$ cat src/rtl/fft_seq_ctrl_pkg.sv
// Shared types and constants for the radix-2 FFT sequencing controller.
package fft_pkg;

  localparam int unsigned N_LOG2_DEF = 10;
  localparam int unsigned BF_LAT_DEF = 3;

  typedef enum logic [2:0] {
    S_IDLE,
    S_LOAD,
    S_COMP,
    S_DRAIN,
    S_OUT
  } fft_state_e;

  function automatic int unsigned half_n(input int unsigned n_log2);
    return 32'd1 << (n_log2 - 1);
  endfunction

  // Cycles from the sampled start edge to the first valid output pair.
  function automatic int unsigned start_to_ready(input int unsigned n_log2,
                                                 input int unsigned bf_lat);
    return 1 + half_n(n_log2) + n_log2 * (half_n(n_log2) + bf_lat) + 1;
  endfunction

  localparam int unsigned HALF_N_DEF  = half_n(N_LOG2_DEF);
  localparam int unsigned LATENCY_DEF = start_to_ready(N_LOG2_DEF, BF_LAT_DEF);

  // Reverses the low 'width' bits of v; bits at or above width must be zero.
  function automatic logic [31:0] bitrev(input logic [31:0] v,
                                         input int unsigned width);
    logic [31:0] r;
    r = {<<{v}};
    return r >> (32 - width);
  endfunction

endpackage

$ cat src/rtl/fft_seq_ctrl_if.sv
// Control bus between the FFT sequencer (master) and the memory/butterfly datapath (slave).
interface fft_seq_ctrl_if
  import fft_pkg::*;
#(
  parameter int unsigned N_LOG2 = N_LOG2_DEF
);

  logic              start_i;
  logic              busy_o;
  logic              load_we_o;
  logic [N_LOG2-2:0] load_addr_o;
  logic              rd_en_o;
  logic [N_LOG2-1:0] rd_addr0_o;
  logic [N_LOG2-1:0] rd_addr1_o;
  logic              bf_valid_o;
  logic [N_LOG2-2:0] tw_addr_o;
  logic              wr_en_o;
  logic [N_LOG2-1:0] wr_addr0_o;
  logic [N_LOG2-1:0] wr_addr1_o;
  logic              bank_sel_o;
  logic [N_LOG2-1:0] stage_o;
  logic              fft_ready_o;
  logic              done_o;

  modport master (
    input  start_i,
    output busy_o, load_we_o, load_addr_o, rd_en_o, rd_addr0_o, rd_addr1_o,
           bf_valid_o, tw_addr_o, wr_en_o, wr_addr0_o, wr_addr1_o,
           bank_sel_o, stage_o, fft_ready_o, done_o
  );

  modport slave (
    output start_i,
    input  busy_o, load_we_o, load_addr_o, rd_en_o, rd_addr0_o, rd_addr1_o,
           bf_valid_o, tw_addr_o, wr_en_o, wr_addr0_o, wr_addr1_o,
           bank_sel_o, stage_o, fft_ready_o, done_o
  );

endinterface

$ cat src/rtl/fft_seq_ctrl_addr_dly.sv
// Write-address delay line: carries {valid, addr0, addr1} from read issue to butterfly write-back.
module fft_addr_dly #(
  parameter int unsigned AW    = 10,
  parameter int unsigned DEPTH = 3
) (
  input  logic          clk,
  input  logic          rstn,
  input  logic          in_valid,
  input  logic [AW-1:0] in_addr0,
  input  logic [AW-1:0] in_addr1,
  output logic          out_valid,
  output logic [AW-1:0] out_addr0,
  output logic [AW-1:0] out_addr1
);

  localparam int unsigned W = 2 * AW + 1;

  logic [W-1:0] pipe_q [DEPTH];

  always_ff @(posedge clk or negedge rstn) begin
    if (!rstn) begin
      for (int unsigned i = 0; i < DEPTH; i++) begin
        pipe_q[i] <= '0;
      end
    end else begin
      pipe_q[0] <= {in_valid, in_addr0, in_addr1};
      for (int unsigned i = 1; i < DEPTH; i++) begin
        pipe_q[i] <= pipe_q[i-1];
      end
    end
  end

  assign {out_valid, out_addr0, out_addr1} = pipe_q[DEPTH-1];

endmodule

$ cat src/rtl/fft_seq_ctrl.sv
// Sequencer for a 2-sample-per-cycle radix-2 DIF FFT: load, log2(N) stages with drain,
// then bit-reversed readout from the ping-pong sample memory.
module fft_seq_ctrl
  import fft_pkg::*;
#(
  parameter int unsigned N_LOG2 = N_LOG2_DEF,
  parameter int unsigned BF_LAT = BF_LAT_DEF
) (
  input  logic           clk,
  input  logic           rstn,
  fft_seq_ctrl_if.master bus
);

  localparam int unsigned        KW     = N_LOG2 - 1;
  localparam int unsigned        DW     = (BF_LAT > 1) ? $clog2(BF_LAT) : 1;
  localparam logic [KW-1:0]      K_LAST = '1;
  localparam logic [DW-1:0]      D_LAST = DW'(BF_LAT - 1);
  localparam logic [N_LOG2-1:0]  S_LAST = N_LOG2'(N_LOG2 - 1);

  fft_state_e        state_q, state_d;
  logic              start_q;
  logic [KW-1:0]     k_q;
  logic [DW-1:0]     d_q;
  logic [N_LOG2-1:0] s_q;
  logic              bank_q;
  logic              bf_valid_q;
  logic              ready_q;
  logic              last_q;
  logic              done_q;

  logic              k_end, d_end, s_end, start_edge;
  logic              issue;
  logic              load_we;
  logic [KW-1:0]     load_addr;
  logic              rd_en;
  logic [N_LOG2-1:0] rd_addr0, rd_addr1;
  logic [KW-1:0]     tw_addr;
  logic [N_LOG2-1:0] wa0, wa1;
  logic              dly_valid;
  logic [N_LOG2-1:0] dly_a0, dly_a1;

  assign k_end = (k_q == K_LAST);
  assign d_end = (d_q == D_LAST);
  assign s_end = (s_q == S_LAST);
  // The done cycle is blocked so a start edge coinciding with it cannot launch a frame.
  assign start_edge = bus.start_i & ~start_q & ~done_q;

  always_ff @(posedge clk or negedge rstn) begin
    if (!rstn) begin
      state_q <= S_IDLE;
    end else begin
      state_q <= state_d;
    end
  end

  always_comb begin
    state_d   = state_q;
    issue     = 1'b0;
    load_we   = 1'b0;
    load_addr = '0;
    rd_en     = 1'b0;
    rd_addr0  = '0;
    rd_addr1  = '0;
    tw_addr   = '0;
    case (state_q)
      S_IDLE: begin
        if (start_edge) state_d = S_LOAD;
      end
      S_LOAD: begin
        load_we   = 1'b1;
        load_addr = k_q;
        if (k_end) state_d = S_COMP;
      end
      S_COMP: begin
        issue    = 1'b1;
        rd_en    = 1'b1;
        rd_addr0 = {1'b0, k_q};
        rd_addr1 = {1'b1, k_q};
        tw_addr  = (k_q >> s_q) << s_q;
        if (k_end) state_d = S_DRAIN;
      end
      S_DRAIN: begin
        if (d_end) state_d = s_end ? S_OUT : S_COMP;
      end
      S_OUT: begin
        rd_en    = 1'b1;
        rd_addr0 = N_LOG2'(bitrev(32'({1'b0, k_q}), N_LOG2));
        rd_addr1 = N_LOG2'(bitrev(32'({1'b1, k_q}), N_LOG2));
        if (k_end) state_d = S_IDLE;
      end
      default: state_d = S_IDLE;
    endcase
  end

  // k wraps to zero on its own at the end of each N/2-cycle phase since K_LAST is all ones.
  always_ff @(posedge clk or negedge rstn) begin
    if (!rstn) begin
      start_q    <= 1'b0;
      k_q        <= '0;
      d_q        <= '0;
      s_q        <= '0;
      bank_q     <= 1'b0;
      bf_valid_q <= 1'b0;
      ready_q    <= 1'b0;
      last_q     <= 1'b0;
      done_q     <= 1'b0;
    end else begin
      start_q    <= bus.start_i;
      bf_valid_q <= (state_q == S_COMP);
      ready_q    <= (state_q == S_OUT);
      last_q     <= (state_q == S_OUT) && k_end;
      done_q     <= last_q;
      case (state_q)
        S_LOAD, S_COMP: begin
          k_q <= k_q + 1'b1;
        end
        S_DRAIN: begin
          k_q <= '0;
          if (d_end) begin
            d_q    <= '0;
            bank_q <= ~bank_q;
            if (!s_end) s_q <= s_q + 1'b1;
          end else begin
            d_q <= d_q + 1'b1;
          end
        end
        S_OUT: begin
          k_q <= k_q + 1'b1;
          if (k_end) begin
            s_q    <= '0;
            bank_q <= 1'b0;
          end
        end
        default: begin
          k_q <= '0;
          d_q <= '0;
        end
      endcase
    end
  end

  assign wa0 = issue ? {k_q, 1'b0} : '0;
  assign wa1 = issue ? {k_q, 1'b1} : '0;

  fft_addr_dly #(
    .AW    (N_LOG2),
    .DEPTH (BF_LAT)
  ) u_addr_dly (
    .clk       (clk),
    .rstn      (rstn),
    .in_valid  (issue),
    .in_addr0  (wa0),
    .in_addr1  (wa1),
    .out_valid (dly_valid),
    .out_addr0 (dly_a0),
    .out_addr1 (dly_a1)
  );

  assign bus.busy_o      = (state_q != S_IDLE);
  assign bus.load_we_o   = load_we;
  assign bus.load_addr_o = load_addr;
  assign bus.rd_en_o     = rd_en;
  assign bus.rd_addr0_o  = rd_addr0;
  assign bus.rd_addr1_o  = rd_addr1;
  assign bus.bf_valid_o  = bf_valid_q;
  assign bus.tw_addr_o   = tw_addr;
  assign bus.wr_en_o     = dly_valid;
  assign bus.wr_addr0_o  = dly_a0;
  assign bus.wr_addr1_o  = dly_a1;
  assign bus.bank_sel_o  = bank_q;
  assign bus.stage_o     = s_q;
  assign bus.fft_ready_o = ready_q;
  assign bus.done_o      = done_q;

endmodule

$ cat src/flat_wrapper.sv
// flat-port wrapper written by rule: the top's interface ports become plain ports
module fft_seq_ctrl_flat import fft_pkg::*;
#(
  parameter int unsigned N_LOG2 = N_LOG2_DEF,
  parameter int unsigned BF_LAT = BF_LAT_DEF
)
  (clk, rstn, bus_start_i, bus_busy_o, bus_load_we_o, bus_load_addr_o, bus_rd_en_o, bus_rd_addr0_o, bus_rd_addr1_o, bus_bf_valid_o, bus_tw_addr_o, bus_wr_en_o, bus_wr_addr0_o, bus_wr_addr1_o, bus_bank_sel_o, bus_stage_o, bus_fft_ready_o, bus_done_o);
  fft_seq_ctrl_if #(.N_LOG2(N_LOG2)) bus_i ();
  input  logic clk;
  input  logic rstn;
  input wire logic [$bits(bus_i.start_i)-1:0] bus_start_i;
  output wire logic [$bits(bus_i.busy_o)-1:0] bus_busy_o;
  output wire logic [$bits(bus_i.load_we_o)-1:0] bus_load_we_o;
  output wire logic [$bits(bus_i.load_addr_o)-1:0] bus_load_addr_o;
  output wire logic [$bits(bus_i.rd_en_o)-1:0] bus_rd_en_o;
  output wire logic [$bits(bus_i.rd_addr0_o)-1:0] bus_rd_addr0_o;
  output wire logic [$bits(bus_i.rd_addr1_o)-1:0] bus_rd_addr1_o;
  output wire logic [$bits(bus_i.bf_valid_o)-1:0] bus_bf_valid_o;
  output wire logic [$bits(bus_i.tw_addr_o)-1:0] bus_tw_addr_o;
  output wire logic [$bits(bus_i.wr_en_o)-1:0] bus_wr_en_o;
  output wire logic [$bits(bus_i.wr_addr0_o)-1:0] bus_wr_addr0_o;
  output wire logic [$bits(bus_i.wr_addr1_o)-1:0] bus_wr_addr1_o;
  output wire logic [$bits(bus_i.bank_sel_o)-1:0] bus_bank_sel_o;
  output wire logic [$bits(bus_i.stage_o)-1:0] bus_stage_o;
  output wire logic [$bits(bus_i.fft_ready_o)-1:0] bus_fft_ready_o;
  output wire logic [$bits(bus_i.done_o)-1:0] bus_done_o;
  assign bus_i.start_i = bus_start_i;
  assign bus_busy_o = bus_i.busy_o;
  assign bus_load_we_o = bus_i.load_we_o;
  assign bus_load_addr_o = bus_i.load_addr_o;
  assign bus_rd_en_o = bus_i.rd_en_o;
  assign bus_rd_addr0_o = bus_i.rd_addr0_o;
  assign bus_rd_addr1_o = bus_i.rd_addr1_o;
  assign bus_bf_valid_o = bus_i.bf_valid_o;
  assign bus_tw_addr_o = bus_i.tw_addr_o;
  assign bus_wr_en_o = bus_i.wr_en_o;
  assign bus_wr_addr0_o = bus_i.wr_addr0_o;
  assign bus_wr_addr1_o = bus_i.wr_addr1_o;
  assign bus_bank_sel_o = bus_i.bank_sel_o;
  assign bus_stage_o = bus_i.stage_o;
  assign bus_fft_ready_o = bus_i.fft_ready_o;
  assign bus_done_o = bus_i.done_o;
  fft_seq_ctrl #(.N_LOG2(N_LOG2), .BF_LAT(BF_LAT)) u_core (.clk(clk), .rstn(rstn), .bus(bus_i));
endmodule
$ cat config.mk
export PLATFORM = sky130hd
export DESIGN_NAME = fft_seq_ctrl_flat
export DESIGN_NICKNAME = d
export VERILOG_FILES = /design/src/rtl/fft_seq_ctrl_pkg.sv /design/src/rtl/fft_seq_ctrl_if.sv /design/src/rtl/fft_seq_ctrl_addr_dly.sv /design/src/rtl/fft_seq_ctrl.sv /design/src/flat_wrapper.sv
export SDC_FILE = /design/constraint.sdc
export NUM_CORES = 1
export LEC_CHECK = 0
export ABC_AREA = 1
export CAP_MARGIN = 20
export CORE_MARGIN = 2
export CORE_UTILIZATION = 54
export CTS_CLUSTER_SIZE = 14
export DETAILED_ROUTE_END_ITERATION = 10
export PLACE_DENSITY = 0.95
export SKIP_LAST_GASP = 1
export SLEW_MARGIN = 20
export SYNTH_ARGS = -nofsm -noshare
export SYNTH_HDL_FRONTEND = slang
export SYNTH_SLANG_ARGS = --single-unit
$ cat constraint.sdc
create_clock -name clk -period 3.9 [get_ports clk]
set_input_delay 0.78 -clock clk [delete_from_list [all_inputs] [get_ports clk]]
set_output_delay 0.78 -clock clk [all_outputs]
set_load 0.005 [all_outputs]
==> metrics.csv <==
stage,metric,value,unit
clocking,insertion_delay,0.34,ns
timing,clock_skew,0.00590,ns
timing,totalNegativeSetupSlack,0,ns
place,gp_routability_congestion,0.917,
die,die_h,81.8,µm
timing,fmax,275,MHz
die,start_util,55.5,%
global_routing,maximum_number_of_pins_on_one_net_before_global_route_repair,44,
synth,count_of_flip_flops_with_a_built_in_enable_after_synthesis,0,
die,pin_count,79,
clocking,clock-root-buffer,sky130_fd_sc_hd__clkbuf_8,
global_routing,grt_first_pass_wirelength,13.5,mm
outcome,result_of_the_run,"finished, final reports clean",
drt,antenna_violating_nets_post_route,0,
flow_run,max_capacitance_violation_count,0,
die,core_region_area,0.00589,mm²
setup_path,crit_family,buffers and inverters,
setup_path,critical-path-slowest-cell,sky130_fd_sc_hd__dfrtp_1,
clocking,cts.path.max_buffers,2,
clocking,number_of_levels_in_the_clock_h_tree,3,
timing,rsz0062_at_grt,false,
synth,synthFlopType,sky130_fd_sc_hd__dfrtp_1,
setup_path,worstPathCellList,"clkinvlp_4, a21oi_1, a21oi_1, nand2_1, nand2_1, nand2_1, nand2_1, nand2_1, nand3_1, nand2_1, clkdlybuf4s50_1",
synth,synth_top_area_share,45.2,%
drt,first_iter_violations,280,
finish,finish.cell_count_without_fillers,538,
setup_path,crit_path_max_fanout,18,
drt,post_drt_via_cell_ratio,5.78,
clocking,clock_sinks,59,
power_and_ir_drop,irDropWorstVdd,0.000242,V
drt,wire_per_inst,15.7,µm
power_and_ir_drop,power_density,305,mW/mm²
setup_path,worst-endpoint-required,3.12,ns
setup_path,worst_path_largest_cell_delay,0.73,ns
die,num_rows,28,
drt,vias,3110,
global_routing,vias_in_the_first_global_route,2906,
setup_path,timing.setup.critical_path_class,register to output pin,
synth,synth.top_cells.by_area,"sky130_fd_sc_hd__dfrtp_1 45%, sky130_fd_sc_hd__nand2_1 7.8%, sky130_fd_sc_hd__nand3_1 7.2%, sky130_fd_sc_hd__buf_4 6.4%, sky130_fd_sc_hd__nor2_1 5.4%",
global_routing,grt_antenna_before_repair,0,
place,io_buffer_count,77,
synth,synthesis.instances,404,
synth,synth.ff_latch_count,59,
synth,syn-mean-instance-area,8.09,µm²
synth,fraction_of_synthesis_flops_using_an_asynchronous_set_or_reset_pin,100,%
setup_path,critical-path-top-cell-by-count,sky130_fd_sc_hd__nand2_1,
finish,final_common_cell,sky130_fd_sc_hd__clkdlybuf4s50_1,
finish,flow.area_growth_from_synthesis,26.5,%
clocking,cts_post_setup_buffers_inserted,0,
finish,finish.net_count,465,
finish,layout_common_cells,"76 x sky130_fd_sc_hd__clkdlybuf4s50_1, 68 x sky130_fd_sc_hd__nand2_1, 59 x sky130_fd_sc_hd__dfrtp_1",
synth,yosys_warning_count,0,
power_and_ir_drop,leakage_power_figure,1.91,nW
worst_hold_path,timing.hold.worst.class,register to register,
timing,timing.max_slew.rel_slack,39.0,%
finish,antenna_cells_inserted,0,
finish,drive_gt1_share,11.9,%
die,width_of_the_die,81.8,µm
place,numPlacedInstances,521,
timing,worst_pin_slew,0.915,ns
global_routing,globalRouteOverflowTotal,0,
clocking,clkSlewWorstSetupHoldPaths,0.06,ns
setup_path,timing.critical_path.arrival,2.86,ns
setup_path,count_of_buffer_and_inverter_cells_on_the_critical_path,2,
timing,min_period,3.64,ns
clocking,tritoncts.num_buffers,9,
clocking,cts_tree,built,
timing,final-max-slew-violation-count,0,
synth,post-synth-top-area-cell,sky130_fd_sc_hd__dfrtp_1,
timing,timing.final.setup_violations,0,
synth,yosys.cell_types.count,37,
die,design.die.area,0.00669,mm²
drt,final_routed_wirelength,8.43,mm
finish,filler_cell_count,423,
synth,area_of_the_mapped_netlist,0.00327,mm²
drt,drt-pass1-iter-count,5,
global_routing,track_usage,26.7,%
finish,seq_area,0.00148,mm²
place,detailed_place_hpwl,5.96,mm
synth,syn_nets,411,
synth,synth-seq-area-share,45.2,%
drt,drc,0,
setup_path,critPathLaunchType,register,
setup_path,endpoint_kind,output pin,
finish,multi_input_comb_area,0.00136,mm²
timing,report.final.hold_viol_count,0,
timing,fin_crit_sh,93.4,%
==> report_power, final <==
group	total, mW	internal (mW)	switching, mW
combinational	0.0143	0.00221	0.0121
clock	0.637	0.394	0.243
sequential	0.613	0.612	0.000187
==> per-stage QoR <==
stage	setup WS [ns]	cell area [µm²]	power (mW)	utilization, %	hold slack (ns)
after global placement	0.747	3900	0.639	66.3	0.332
after global routing	0.00429	4140	1.30	70.3	0.356
after detailed placement	0.716	3900	0.639	66.3	0.335
final	0.258	4140	1.26	70.3	0.350
after floorplan	1.56	3270	0.626	-	0.331
after CTS	0.298	4130	1.27	70.1	0.348
==> final cells by class <==
| cell class | instances | area share, % |
|---|---|---|
| Clock buffer | 12 | 3.75 |
| Timing Repair Buffer | 80 | 19.1 |
| Timing Repair inverter | 1 | 0.121 |
| Multi-Input combinational cell | 259 | 32.8 |
| Sequential cell | 59 | 35.7 |
| Inverter | 48 | 4.57 |
| Clock inverter | 4 | 1.75 |
| Tap cell | 75 | 2.27 |
==> path summary, 6_finish.rpt <==
| path | startpoint | cells past startpoint | endpoint | slack (ns) |
|---|---|---|---|---|
| max | u_core.bus.stage_o[1] | 11 | bus_tw_addr_o[7] | 0.26 |
| min | u_core.u_addr_dly.pipe_q[56] | 0 | u_core.u_addr_dly.pipe_q[35] | 0.35 |
| max reg2reg | u_core.k_q[0] | 17 | u_core.bus.stage_o[7] | 1.20 |
| min reg2reg | u_core.u_addr_dly.pipe_q[56] | 0 | u_core.u_addr_dly.pipe_q[35] | 0.35 |
| max in group asynchronous | rstn | 2 | u_core.u_addr_dly.pipe_q[59] | 2.55 |
| min in group asynchronous | rstn | 1 | u_core.u_addr_dly.pipe_q[40] | 0.57 |
==> logic make-up after synthesis <==
| logic type | Yosys count | synth area share [%] |
|---|---|---|
| flip-flops | 59 | 45.2 |
| other | 1 | 0.115 |
| buffers and inverters | 86 | 13.4 |
| XOR/XNOR | 2 | 0.536 |
| adder cells (fa/ha/maj) | 4 | 1.53 |
| AO/OA/AOI/OAI | 49 | 8.92 |
| AND/OR/NAND/NOR | 203 | 30.4 |
==> metal layers <==
layer | GRT usage, % | vias to the layer above | share of wire (%)
li1 | - | 1397 | -
met1 | 32.3 | 1472 | 37
met2 | 44.6 | 200 | 50
met3 | 6.37 | 41 | 9.3
met4 | 13.0 | 0 | 3.4
met5 | 0 | - | 0
==> Yosys cell counts (2+ instances only) <==
master and instances:
sky130_fd_sc_hd__nor3b_1 2, sky130_fd_sc_hd__buf_4 28, sky130_fd_sc_hd__nor2_2 5, sky130_fd_sc_hd__nand2_4 3
sky130_fd_sc_hd__o31ai_1 3, sky130_fd_sc_hd__inv_2 7, sky130_fd_sc_hd__ha_1 4, sky130_fd_sc_hd__buf_1 2
sky130_fd_sc_hd__clkbuf_1 5, sky130_fd_sc_hd__o21ai_0 16, sky130_fd_sc_hd__inv_1 38, sky130_fd_sc_hd__nand2_2 3
sky130_fd_sc_hd__o21ai_1 3, sky130_fd_sc_hd__nor3_1 9, sky130_fd_sc_hd__o22ai_1 11, sky130_fd_sc_hd__nor3_2 2
sky130_fd_sc_hd__inv_4 2, sky130_fd_sc_hd__nand2_1 68, sky130_fd_sc_hd__nand3_1 47, sky130_fd_sc_hd__a21oi_1 13
sky130_fd_sc_hd__nand4_1 5, sky130_fd_sc_hd__nand3_2 3, sky130_fd_sc_hd__dfrtp_1 59, sky130_fd_sc_hd__buf_2 3
sky130_fd_sc_hd__nor2_1 47, sky130_fd_sc_hd__nor2_4 2, sky130_fd_sc_hd__nor4_1 3, sky130_fd_sc_hd__xor2_1 2
==> what timing repair did <==
action / in CTS / in global routing
setup endpoints to repair: 0 / 4
resized for setup: 0 / 1
hold buffers: 0 / 0
==> sequential cells by signal, summed over array words and instances, names as in the netlist, 2 cells and up <==
name and cells:
u_core.u_addr_dly.pipe_q 20, u_core.bus.stage_o 10, u_core.k_q 9, u_core.u_addr_dly.out_addr0 9, u_core.state_q 3, u_core.d_q 2
==> worst register-to-register path, delay by kind of cell, from the launching register on <==
| kind | cells | cell delay [ns] |
|---|---|---|
| and+or+nand+nor | 12 | 1.48 |
| buffers and inverters | 1 | 0.06 |
| adders and majority gates | 2 | 0.47 |
| DFF | 1 | 0.37 |
| AOI/OAI and AO/OA | 2 | 0.23 |
No activity file was read; power rests on OpenSTA's default activity.
